<file path="src/rtl/mem_stage_pkg.sv">
// Shared definitions for the memory-access stage: access-type encodings,
// byte-enable width and the access FSM state type.
package mem_stage_pkg;

    localparam int TYPE_BITS = 3;
    localparam int BE_BITS   = 4;

    localparam logic [TYPE_BITS-1:0] LSU_B  = 3'b000;
    localparam logic [TYPE_BITS-1:0] LSU_H  = 3'b001;
    localparam logic [TYPE_BITS-1:0] LSU_W  = 3'b010;
    localparam logic [TYPE_BITS-1:0] LSU_BU = 3'b100;
    localparam logic [TYPE_BITS-1:0] LSU_HU = 3'b101;

    typedef enum logic [1:0] {
        ST_IDLE = 2'd0,
        ST_REQ  = 2'd1,
        ST_RESP = 2'd2,
        ST_DONE = 2'd3
    } mem_state_e;

    // Low two type bits encode the access size: 00 byte, 01 half, 10 word.
    function automatic logic [1:0] lsu_size(input logic [TYPE_BITS-1:0] t);
        return t[1:0];
    endfunction

endpackage

</file>
<file path="src/rtl/mem_lsu_align.sv">
// Combinational load/store lane logic: misalignment detection, store lane
// replication with byte enables, and load lane extraction with extension.
module mem_lsu_align
    import mem_stage_pkg::*;
(
    input  logic [TYPE_BITS-1:0] i_datatype,
    input  logic [1:0]           i_addr_lo,
    input  logic [31:0]          i_st_data,
    input  logic [31:0]          i_ld_raw,
    output logic                 o_misalign,
    output logic [31:0]          o_st_data,
    output logic [BE_BITS-1:0]   o_be,
    output logic [31:0]          o_ld_data
);

    logic [7:0]  w_ld_byte;
    logic [15:0] w_ld_half;

    always_comb begin
        o_misalign = 1'b0;
        case (i_datatype)
            LSU_W:         o_misalign = |i_addr_lo;
            LSU_H, LSU_HU: o_misalign = i_addr_lo[0];
            default:       o_misalign = 1'b0;
        endcase
    end

    // Store data is replicated across all lanes; the byte enables pick the lane.
    always_comb begin
        o_st_data = i_st_data;
        o_be      = 4'b1111;
        case (lsu_size(i_datatype))
            2'b00: begin
                o_st_data = {4{i_st_data[7:0]}};
                o_be      = 4'b0001 << i_addr_lo;
            end
            2'b01: begin
                o_st_data = {2{i_st_data[15:0]}};
                o_be      = i_addr_lo[1] ? 4'b1100 : 4'b0011;
            end
            default: begin
                o_st_data = i_st_data;
                o_be      = 4'b1111;
            end
        endcase
    end

    assign w_ld_byte = i_ld_raw[{i_addr_lo, 3'b000} +: 8];
    assign w_ld_half = i_addr_lo[1] ? i_ld_raw[31:16] : i_ld_raw[15:0];

    always_comb begin
        o_ld_data = i_ld_raw;
        case (i_datatype)
            LSU_B:   o_ld_data = {{24{w_ld_byte[7]}}, w_ld_byte};
            LSU_BU:  o_ld_data = {24'b0, w_ld_byte};
            LSU_H:   o_ld_data = {{16{w_ld_half[15]}}, w_ld_half};
            LSU_HU:  o_ld_data = {16'b0, w_ld_half};
            default: o_ld_data = i_ld_raw;
        endcase
    end

endmodule

</file>
<file path="src/rtl/mem_stage.sv">
// Memory pipeline stage: drives the data-memory request/grant/response
// handshake, stalls while an access is outstanding and owns MEM/WB.
module mem_stage
    import mem_stage_pkg::*;
#(
    parameter int ADDR_W = 32,
    parameter int DATA_W = 32
) (
    input  logic                 clk,
    input  logic                 rst,
    input  logic [TYPE_BITS-1:0] ex_datatype,
    input  logic [DATA_W-1:0]    ex_aluout,
    input  logic [DATA_W-1:0]    ex_dm_data,
    input  logic [DATA_W-1:0]    ex_pc2reg,
    input  logic [4:0]           ex_rd_addr,
    input  logic                 ex_reg_wr,
    input  logic                 ex_rd_src,
    input  logic                 ex_dm2reg,
    input  logic                 ex_dm_rd,
    input  logic                 ex_dm_wr,
    input  logic                 hold_i,
    output logic                 dm_req_o,
    output logic                 dm_we_o,
    output logic [ADDR_W-1:0]    dm_addr_o,
    output logic [DATA_W-1:0]    dm_wdata_o,
    output logic [BE_BITS-1:0]   dm_be_o,
    input  logic                 dm_gnt_i,
    input  logic                 dm_rvalid_i,
    input  logic [DATA_W-1:0]    dm_rdata_i,
    output logic                 stall_o,
    output logic                 misalign_o,
    output logic [DATA_W-1:0]    mem_rd_data_o,
    output logic [4:0]           wb_rd_addr_o,
    output logic                 wb_reg_wr_o,
    output logic [DATA_W-1:0]    wb_rd_data_o,
    output mem_state_e           dbg_state_o
);

    // Handshake: dm_req_o is held with stable address/data/enables until the
    // cycle dm_gnt_i is seen; a granted read returns data on a later cycle
    // flagged by dm_rvalid_i. gnt and rvalid never arrive together.

    mem_state_e         r_state;
    mem_state_e         w_state_nxt;
    logic [DATA_W-1:0]  r_buf;
    logic [4:0]         r_wb_rd_addr;
    logic               r_wb_reg_wr;
    logic [DATA_W-1:0]  r_wb_rd_data;

    logic               w_misalign;
    logic [DATA_W-1:0]  w_st_data;
    logic [BE_BITS-1:0] w_be;
    logic [DATA_W-1:0]  w_ld_data;
    logic               w_mem_op;
    logic               w_access;
    logic               w_is_load;
    logic               w_issue;
    logic               w_complete;
    logic [DATA_W-1:0]  w_fwd_data;
    logic [DATA_W-1:0]  w_wb_data;

    mem_lsu_align u_align (
        .i_datatype (ex_datatype),
        .i_addr_lo  (ex_aluout[1:0]),
        .i_st_data  (ex_dm_data),
        .i_ld_raw   (dm_rdata_i),
        .o_misalign (w_misalign),
        .o_st_data  (w_st_data),
        .o_be       (w_be),
        .o_ld_data  (w_ld_data)
    );

    assign w_mem_op  = ex_dm_rd | ex_dm_wr;
    assign w_access  = w_mem_op & ~w_misalign;
    assign w_is_load = ex_dm_rd;
    assign w_issue   = w_access & ((r_state == ST_IDLE) | (r_state == ST_REQ));

    always_comb begin
        w_state_nxt = r_state;
        w_complete  = 1'b0;
        case (r_state)
            ST_IDLE, ST_REQ: begin
                if (w_access) begin
                    if (dm_gnt_i) begin
                        if (w_is_load) w_state_nxt = ST_RESP;
                        else           w_complete  = 1'b1;
                    end else begin
                        w_state_nxt = ST_REQ;
                    end
                end else begin
                    w_state_nxt = ST_IDLE;
                end
            end
            ST_RESP: begin
                if (dm_rvalid_i) w_complete = 1'b1;
            end
            ST_DONE: begin
                if (!hold_i) w_state_nxt = ST_IDLE;
            end
            default: w_state_nxt = ST_IDLE;
        endcase
        // A finished access parks in DONE while frozen so it is not reissued.
        if (w_complete) w_state_nxt = hold_i ? ST_DONE : ST_IDLE;
    end

    assign stall_o    = w_access & (r_state != ST_DONE) & ~w_complete;
    assign dm_req_o   = ~rst & w_issue;
    assign dm_we_o    = dm_req_o & ~w_is_load;
    assign dm_addr_o  = {ex_aluout[ADDR_W-1:2], 2'b00};
    assign dm_wdata_o = w_st_data;
    assign dm_be_o    = (ex_dm_wr & ~ex_dm_rd) ? w_be : '0;
    assign misalign_o = w_mem_op & w_misalign;

    assign w_fwd_data    = ex_rd_src ? ex_pc2reg : ex_aluout;
    assign w_wb_data     = ex_dm2reg ? w_ld_data : w_fwd_data;
    assign mem_rd_data_o = w_fwd_data;

    always_ff @(posedge clk) begin
        if (rst) begin
            r_state      <= ST_IDLE;
            r_buf        <= '0;
            r_wb_rd_addr <= '0;
            r_wb_reg_wr  <= 1'b0;
            r_wb_rd_data <= '0;
        end else begin
            r_state <= w_state_nxt;
            if (w_complete && hold_i) r_buf <= w_wb_data;
            if (hold_i) begin
                r_wb_reg_wr <= r_wb_reg_wr;
            end else if (stall_o) begin
                r_wb_reg_wr <= 1'b0;
            end else begin
                r_wb_rd_addr <= ex_rd_addr;
                r_wb_reg_wr  <= ex_reg_wr & ~misalign_o;
                r_wb_rd_data <= (r_state == ST_DONE) ? r_buf : w_wb_data;
            end
        end
    end

    assign wb_rd_addr_o = r_wb_rd_addr;
    assign wb_reg_wr_o  = r_wb_reg_wr;
    assign wb_rd_data_o = r_wb_rd_data;
    assign dbg_state_o  = r_state;

endmodule

</file>
<file path="config.mk">
export PLATFORM = sky130hd
export DESIGN_NAME = mem_stage
export DESIGN_NICKNAME = d
export VERILOG_FILES = /design/src/rtl/mem_stage_pkg.sv /design/src/rtl/mem_lsu_align.sv /design/src/rtl/mem_stage.sv
export SDC_FILE = /design/constraint.sdc
export NUM_CORES = 1
export LEC_CHECK = 0
export ABC_AREA = 1
export CORE_MARGIN = 2
export CORE_UTILIZATION = 40
export CTS_CLUSTER_DIAMETER = 100
export DETAILED_ROUTE_END_ITERATION = 10
export PLACE_DENSITY = 0.87
export SLEW_MARGIN = 20
export SYNTH_ARGS = -nofsm -noshare
export SYNTH_HDL_FRONTEND = slang
export SYNTH_SLANG_ARGS = --single-unit
</file>
<file path="constraint.sdc">
create_clock -name clk -period 2.03 [get_ports clk]
set_clock_uncertainty 0.05 [all_clocks]
set_input_delay 0.3045 -clock clk [delete_from_list [all_inputs] [get_ports clk]]
set_output_delay 0.3045 -clock clk [all_outputs]
set_load 0.01 [all_outputs]
</file>
Yosys cells after proc, flatten, opt, wreduce, memory -nomap -nowiden

Cells that the tools add are included.

ROM bits: 0
Memories kept: 0
Output and inout bits: 144
Input bits: 146
Word-level logic and storage cells: 69
Bits in latches: 0
Memory bits (writable): 0
Register bits: 72

Div/mod/pow operators: 0
Reductions and logical operators: 10
Eq/ne operators: 11
Bitwise logic cells: 18
Multipliers: 0
Muxes and demuxes: 23
Add/sub/neg operators: 0
Shift operators: 2
Order comparisons: 0

Operators with widths:

| cell                                                | count |
|---|---|
| case mux 32 bit (4 select lines)                    | 1 |
| two-way mux 32 bit                                  | 3 |
| case mux 32 bit (2 select lines)                    | 1 |
| indexed part select 32 x 6 -> 8 bit                 | 1 |
| two-way mux 16 bit                                  | 1 |
| two-way mux 2 bit                                   | 6 |
| bitwise AND 1 bit                                   | 9 |
| two-way mux 4 bit                                   | 2 |
| case mux 4 bit (2 select lines)                     | 1 |
| NOT 1 bit                                           | 7 |
| equality test 3 bit, second input constant          | 2 |
| OR reduction 2 bit                                  | 3 |
| two-way mux 1 bit                                   | 5 |
| inequality test 5 bit, second input constant        | 1 |
| equality test 2 x 1 -> 1 bit, second input constant | 2 |
| equality test 2 bit, second input constant          | 2 |
| zero test 2 bit                                     | 2 |
| case mux 1 bit (2 select lines)                     | 2 |
| case mux 2 bit (2 select lines)                     | 1 |
| left shift 1 x 2 -> 4 bit, first input constant     | 1 |
| equality test 3 x 1 -> 1 bit, second input constant | 1 |
| equality test 3 x 2 -> 1 bit, second input constant | 1 |
| zero test 3 bit                                     | 1 |
| inequality test 3 bit, second input constant        | 1 |
| other kinds (6)                                     | 7 |

Longest topological paths before layout

Gate-level depths: netlist of the first run.

Depth after elaboration: 11
Depth in mapped cells: 13
Depth with buffers taken out: 13

By module

From an unflattened synthesis of the first run, not the netlist that was laid out.

Cells, all modules: 975
Area total of the unflattened synthesis: 5434.0 µm²

Modules (own cells, without submodules):

| module        | instances | seq. area each (µm²) | cells an instance | area an instance (µm²) |
|---|---|---|---|---|
| mem_stage     | 1         | 1441.4               | 733               | 4316.6 |
| mem_lsu_align | 1         | 0.0                  | 242               | 1117.3 |

Worst setup path after synthesis of the first run

Ideal clock, no wire load.

Path type: input to output
Start point: input ex_datatype[1]
End point: output dm_wdata_o[8]
Stages: 6
Buffers on the path: 3
Required time: 1.676 ns
Arrival: 1.358 ns
Setup slack: 0.318 ns
Path through: buf_6 nor2_1 buf_2 clkbuf_1 nand2_1 o21ai_0

Longest elaborated chain between the ends: 2
Elaborated cells on any way between the ends: 3
Classes of those cells: eq/ne (1); mux (1); reduce/logical (1)

RTL lines:

| what                                                                   | RTL line            | text |
|---|---|---|
| start: declaration                                                     | mem_stage.sv:11     | `input logic [TYPE_BITS-1:0] ex_datatype,` |
| equality test 2 x 1 -> 1 bit / zero test 2 bit (equally long branches) | mem_lsu_align.sv:32 | `case (lsu_size(i_datatype))` |
| case mux 32 bit (2 select lines) (*)                                   | mem_lsu_align.sv:32 |  |
| end: declaration                                                       | mem_stage.sv:25     | `output logic [DATA_W-1:0] dm_wdata_o,` |

Every way passes the cells marked *; elsewhere a longest branch is shown, timed or not.

Worst setup path after layout of the first run

Start point: input ex_rd_src
End point: output mem_rd_data_o[0]

Longest elaborated chain between the ends: 1

RTL lines:

| what               | RTL line         | text |
|---|---|---|
| start: declaration | mem_stage.sv:17  | `input logic ex_rd_src,` |
| two-way mux 32 bit | mem_stage.sv:114 | `assign w_fwd_data = ex_rd_src ? ex_pc2reg : ex_aluout;` |
| end: declaration   | mem_stage.sv:32  | `output logic [DATA_W-1:0] mem_rd_data_o,` |

No other way between the ends.

==> out/metrics.cfg, run 1 <==
[placed_design]
portBuffers=287
hpwl_mm=17.4
post-place-ws_ns=-0.529
gp_routability_congestion=0.971
post-place-cells=1429

[final_layout]
finish.cell_count_without_fillers=1451
post_route_cells_drive_above_1_share=0.129
multi_input_area_um2=3100
filler_cell_count=1086
area.sequential_um2=1440
flow.area_growth_from_synthesis_pct=75.1
num-nets-final=1416
num_antenna_cells=0

[global_routing]
grtUsageTotal=0.313
grt_pass1_wl_mm=35.6
grt_pass1_vias=6977
grt_start_max_net_pins=52
globalRouteOverflowTotal=0
initial_antenna_violation_count=0

[clock_network]
clock_insertion_delay_worst_skew_ns=0.35
cts_max_path_buffers=2
clockRootBuffer=sky130_fd_sc_hd__clkbuf_16
cts.sinks=72
path_clk_slew_ns=0.06
cts.hold.buffers_added=0
htreeDepth=3
tritoncts=yes
inserted_clock_buffers=9

[power_and_ir_drop]
comb_power_share=0.376
share_of_total_power_in_sequential_cells=0.296
irDropWorstVdd_v=0.000407
p_int_uw=3690
power.density_cell_area_nw_per_um2=577
switching_share=0.314
total_leakage_power_uw=0.00447
netSwitchingPower_uw=1690
power_frac_clock=0.329

[routing]
wire_per_inst_um=16.0
routed_wirelength_mm=23.2
antenna_violating_nets_post_route=0
via_per_instance_ratio=5.10
detail_route.first_pass.iterations=7
dr.first_iter.drc_count=618
vias=7406
drc_viols=0

[setup_path]
cp-start-kind=input pin
timing.critical_path.slowest_cell_delay_ns=0.61
path_class=in2out
critPathTopFamily=buffers and inverters
slowest_stage=sky130_fd_sc_hd__clkdlybuf4s50_1
worst_ep_required_time_ns=1.68
largest_fanout_on_the_critical_path=7
worst_r2r_startpoint=dbg_state_o[1]$_SDFFE_PP0P_
startpoint=ex_rd_src
worstPathArrival_ns=1.65
combined_buffer_and_inverter_count_along_the_critical_path=3
crit_chain=dlygate4sd2_1 -> buf_4 -> o21ai_0 -> clkdlybuf4s50_1
endpoint_kind=output pin

[timing]
hold_violations=0
period_needed_ns=2.00
postLayoutSetupSlackWorst_ns=0.0281
finalCritPeriodShare=0.986
finalMaxSlewViolations=0
sum_of_negative_setup_slack_ns=0
clock.fmax_mhz=500
number_of_endpoints_failing_setup_at_the_final_stage=0

[logic_synthesis]
avgSynthCellArea_um2=5.63
post-synth-top-area-fraction=0.271
synth-seq-cells=72
cell_accounting_for_the_most_synthesized_area=sky130_fd_sc_hd__dfxtp_1
post_synth_edffs=0
synthMostInstantiatedCell=sky130_fd_sc_hd__nand2_1
yosysSeqAreaShare=0.271
postSynth.topFlopCell=sky130_fd_sc_hd__dfxtp_1
async_flop_share=0
mappedNetlistArea_um2=5320
synth.lib_cells_used.distinct=26
postSynthCellCount=945
synth.top_cells.by_count=sky130_fd_sc_hd__nand2_1 (360), sky130_fd_sc_hd__nor2_1 (96), sky130_fd_sc_hd__nand3_1 (86), sky130_fd_sc_hd__inv_1 (75), sky130_fd_sc_hd__dfxtp_1 (72)
yosys_warnings=0
synth_top_cells_by_area=sky130_fd_sc_hd__dfxtp_1 (27%), sky130_fd_sc_hd__nand2_1 (25%), sky130_fd_sc_hd__nand3_1 (8.1%)

[floorplanning]
die-height_um=119
placement_rows=42
io-pin-count=290
initial_core_util=0.405
design.die.area_um2=14200
chip_width_um=119
fp.coreArea_um2=13100

[min_path]
min-delay-start=r_buf[4]$_SDFFE_PP0P_
hold_path_class=reg2reg

[run]
max_cap_violations=0

[status]
run_status=finished clean

## metrics by stage
step	hold WS (ns)	area (um2)	util	power, uW
6_report	0.402	9310	0.709	5380
5_1_grt	0.428	9310	0.709	5620
4_1_cts	0.401	9200	0.700	5320
3_5_place_dp	0.399	8830	0.672	3570
3_3_place_gp	0.385	8830	0.672	3540
2_1_floorplan	0.377	5320	-	2480
## path summary, 6_finish.rpt
check	endpoint	slack (ns)	cells after the start
setup / recovery	mem_rd_data_o[0]	0.03	4
hold / removal	r_buf[4]$_SDFFE_PP0P_	0.40	2
setup reg to reg	wb_rd_data_o[2]$_SDFFE_PP0P_	0.26	9
hold reg to reg	r_buf[4]$_SDFFE_PP0P_	0.40	2
## power by group through the flow
| stage | Clock [uW] | Combinational [uW] | Sequential [uW] |
|---|---|---|---|
| 2_1_floorplan | 0 | 831 | 1650 |
| 3_3_place_gp | 0 | 1920 | 1610 |
| 3_5_place_dp | 0 | 1950 | 1620 |
| 4_1_cts | 1760 | 1960 | 1590 |
| 5_1_grt | 1840 | 2180 | 1600 |
| 6_report | 1770 | 2020 | 1590 |
## cells in the final DEF, fill, tap and decap left out, drive strengths merged
master / instances
nand2: 362
clkdlybuf4s50: 256
buf: 120
nor2: 97
nand3: 86
inv: 80
dfxtp: 72
a21oi: 63
nand4: 37
o21ai: 28
dlygate4sd2: 18
clkbuf: 14
dlymetal6s2s: 8
o211ai: 7
o21bai: 7
or2: 4
clkinv: 4
conb: 2
bufinv: 2
nor3: 2
clkdlybuf4s15: 2
a211oi: 1
a221oi: 1
nand3b: 1
clkinvlp: 1
## cells by family after synthesis
kind of cell	after synthesis	share of synthesized area
AOI/OAI and AO/OA	107	0.109
buffers and inverters	176	0.160
DFF	72	0.271
other	1	0.000705
and+or+nand+nor	589	0.459
## routing by layer
| metal | up-vias | routed length (um) | global-route usage |
|---|---|---|---|
| li1 | 3627 | - | - |
| met1 | 3313 | 8910 | 0.372 |
| met2 | 396 | 11500 | 0.547 |
| met3 | 70 | 2000 | 0.0814 |
| met4 | 0 | 819 | 0.107 |
| met5 | - | 0 | 0 |
## timing repair
action	in CTS	in global routing
resized for setup	44	21
endpoints found under the setup margin	74	21
pin swaps	4	1
setup buffers	2	2
gates cloned	0	2
## flip-flops by register name, indices dropped and copies added, names as in the netlist
| register | cells |
|---|---|
| dbg_state_o | 2 |
| wb_rd_addr_o | 5 |
| wb_reg_wr_o | 1 |
| r_buf | 32 |
| wb_rd_data_o | 32 |
## layout make-up
cell class                 instances  share of cell area
clock buffer                      10              0.0257
clock inverter                     6             0.00968
inverter                          81              0.0327
multi-input combinational        698               0.333
sequential                        72               0.155
tap                              176              0.0237
timing repair buffer             408               0.421
## tightest hold or removal path, stage by stage, from the launching register on
cell and delay, ns:
sky130_fd_sc_hd__dfxtp_1 0.30, sky130_fd_sc_hd__inv_1 0.06, sky130_fd_sc_hd__a21oi_1 0.05
Note: power is estimated with default switching activity, not from simulation.
==> run 2: changes to the inputs <==
- RECOVER_POWER: not set -> 100
==> out/metrics.cfg, run 2 (synthesized netlist as in run 1, its figures left out) <==
[clock_network]
htreeDepth=3  ; unchanged
inserted_clock_buffers=9  ; unchanged
clockRootBuffer=sky130_fd_sc_hd__clkbuf_16  ; unchanged
cts_max_path_buffers=2  ; unchanged
clock_insertion_delay_worst_skew_ns=0.34  ; was 0.35 ns
tritoncts=yes  ; unchanged
cts.sinks=72  ; unchanged
cts.hold.buffers_added=0  ; unchanged
path_clk_slew_ns=0.06  ; about the same

[routing]
antenna_violating_nets_post_route=0  ; unchanged
via_per_instance_ratio=5.08  ; was 5.10
detail_route.first_pass.iterations=6  ; was 7
routed_wirelength_mm=23.2  ; about the same
wire_per_inst_um=16.0  ; about the same
dr.first_iter.drc_count=636  ; was 618
drc_viols=0  ; unchanged
vias=7373  ; was 7406

[setup_path]
r2r_cells=9  ; unchanged
path_class=in2out  ; unchanged
largest_fanout_on_the_critical_path=16  ; was 7
endpoint_kind=output pin  ; unchanged
cp-start-kind=input pin  ; unchanged
worst_ep_required_time_ns=1.68  ; about the same
worstPathArrival_ns=1.64  ; was 1.65 ns

[timing]
clock.fmax_mhz=501  ; was 500 MHz
number_of_endpoints_failing_setup_at_the_final_stage=0  ; unchanged
period_needed_ns=2.00  ; about the same
finalCritPeriodShare=0.983  ; was 0.986
finalMaxSlewViolations=0  ; unchanged
hold_violations=0  ; unchanged

[power_and_ir_drop]
total_leakage_power_uw=0.00456  ; was 0.00447 uW
power.density_cell_area_nw_per_um2=574  ; was 577 nW/um2
irDropWorstVdd_v=0.000405  ; was 0.000407 V

[final_layout]
multi_input_area_um2=3100  ; unchanged
utilization=0.708  ; was 0.709
flow.area_growth_from_synthesis_pct=75.0  ; was 75.1%
num_antenna_cells=0  ; unchanged
filler_cell_count=1088  ; was 1086
commonest_non_fill_non_tap_cells_in_the_layout=sky130_fd_sc_hd__nand2_1 (357), sky130_fd_sc_hd__clkdlybuf4s50_1 (217), sky130_fd_sc_hd__buf_4 (107)  ; was sky130_fd_sc_hd__nand2_1 (357), sky130_fd_sc_hd__clkdlybuf4s50_1 (256), sky130_fd_sc_hd__buf_4 (108)
layout.cell_area.non_filler_um2=9310  ; about the same
layout_commonest_cell=sky130_fd_sc_hd__nand2_1  ; unchanged
post_route_cells_drive_above_1_share=0.129  ; about the same
num-nets-final=1416  ; unchanged
area.sequential_um2=1440  ; unchanged

[global_routing]
initial_antenna_violation_count=0  ; unchanged
grtUsageTotal=0.313  ; unchanged
grt_start_max_net_pins=52  ; unchanged
globalRouteOverflowTotal=0  ; unchanged
grt_pass1_wl_mm=35.6  ; unchanged
grt_pass1_vias=6977  ; unchanged

[placed_design]
gp_routability_congestion=0.971  ; unchanged
portBuffers=287  ; unchanged
dpl_cell_area_um2=8830  ; unchanged
hpwl_mm=17.4  ; unchanged

[floorplanning]
design.die.area_um2=14200  ; unchanged
placement_rows=42  ; unchanged
fp.coreArea_um2=13100  ; unchanged
chip_width_um=119  ; unchanged
io-pin-count=290  ; unchanged
initial_core_util=0.405  ; unchanged
die-height_um=119  ; unchanged

[status]
run_status=finished clean  ; unchanged

[run]
max_cap_violations=0  ; unchanged

[min_path]
depth_of_the_worst_hold_timing_path=2  ; unchanged
hold_path_class=reg2reg  ; unchanged

run 2: changes by cell type in the layout (fill, tap and decap cells not counted):
| cell | delta |
|---|---|
| sky130_fd_sc_hd__clkdlybuf4s50_1 | -39 |
| sky130_fd_sc_hd__dlygate4sd3_1 | +39 |
| sky130_fd_sc_hd__buf_4 | -1 |
| sky130_fd_sc_hd__clkbuf_1 | +1 |
run 2: per-layer routing:
metal  vias to the layer above  track usage  routed length, um
met3                        58       0.0814               2070
met4                         0        0.107                744
met5                         -            0                  0
met2                       387        0.547              11500
li1                       3634            -                  -
met1                      3294        0.372               8900
run 2: timing repair:
action | CTS | global route
endpoints found under the setup margin | 74 | 21
setup buffers | 2 | 2
resized for setup | 44 | 21
pin swaps | 4 | 1
cloned | 0 | 2
run 2: final cells by class:
class | instances | share of cell area
inverters | 81 | 0.0327
repair buffers | 408 | 0.420
clock inverters | 6 | 0.00968
clock buffers | 10 | 0.0257
well taps | 176 | 0.0237
multi-input cells | 698 | 0.333
flip-flops and latches | 72 | 0.155
run 2: where the power goes:
part / switching, uW / internal [uW] / leakage [uW]
combinational: 976 / 1020 / 0.00381
sequential: 56.1 / 1530 / 0.000590
clock: 648 / 1110 / 0.000159
run 2: path summary, 6_finish.rpt:
kind / startpoint / end / slack, ns
worst max register to register: dbg_state_o[1]$_SDFFE_PP0P_ / wb_rd_data_o[2]$_SDFFE_PP0P_ / 0.26
worst min register to register: r_buf[4]$_SDFFE_PP0P_ / r_buf[4]$_SDFFE_PP0P_ / 0.40
worst min-delay path: r_buf[4]$_SDFFE_PP0P_ / r_buf[4]$_SDFFE_PP0P_ / 0.40
worst max-delay path: ex_datatype[1] / dm_wdata_o[26] / 0.03
run 2: per-stage QoR:
stage                      TNS, ns  hold WS [ns]  std cells  setup slack (ns)  power, uW
after global routing       -0.0149         0.428       1451          -0.00870       5590
after CTS                 -0.00433         0.401       1447          -0.00433       5320
after global placement      -32.05         0.385       1429            -0.522       3540
after detailed placement    -38.22         0.399       1429            -0.529       3570
final                            0         0.402       1451            0.0339       5340
after floorplan                  0         0.377        946             0.318       2480
run 2: worst max-delay path: stages:
cell and delay [ns]:
sky130_fd_sc_hd__clkdlybuf4s15_2 0.28, sky130_fd_sc_hd__nor2_4 0.17, sky130_fd_sc_hd__buf_6 0.17, sky130_fd_sc_hd__nand2_1 0.08, sky130_fd_sc_hd__o211ai_1 0.09, sky130_fd_sc_hd__clkdlybuf4s50_1 0.55
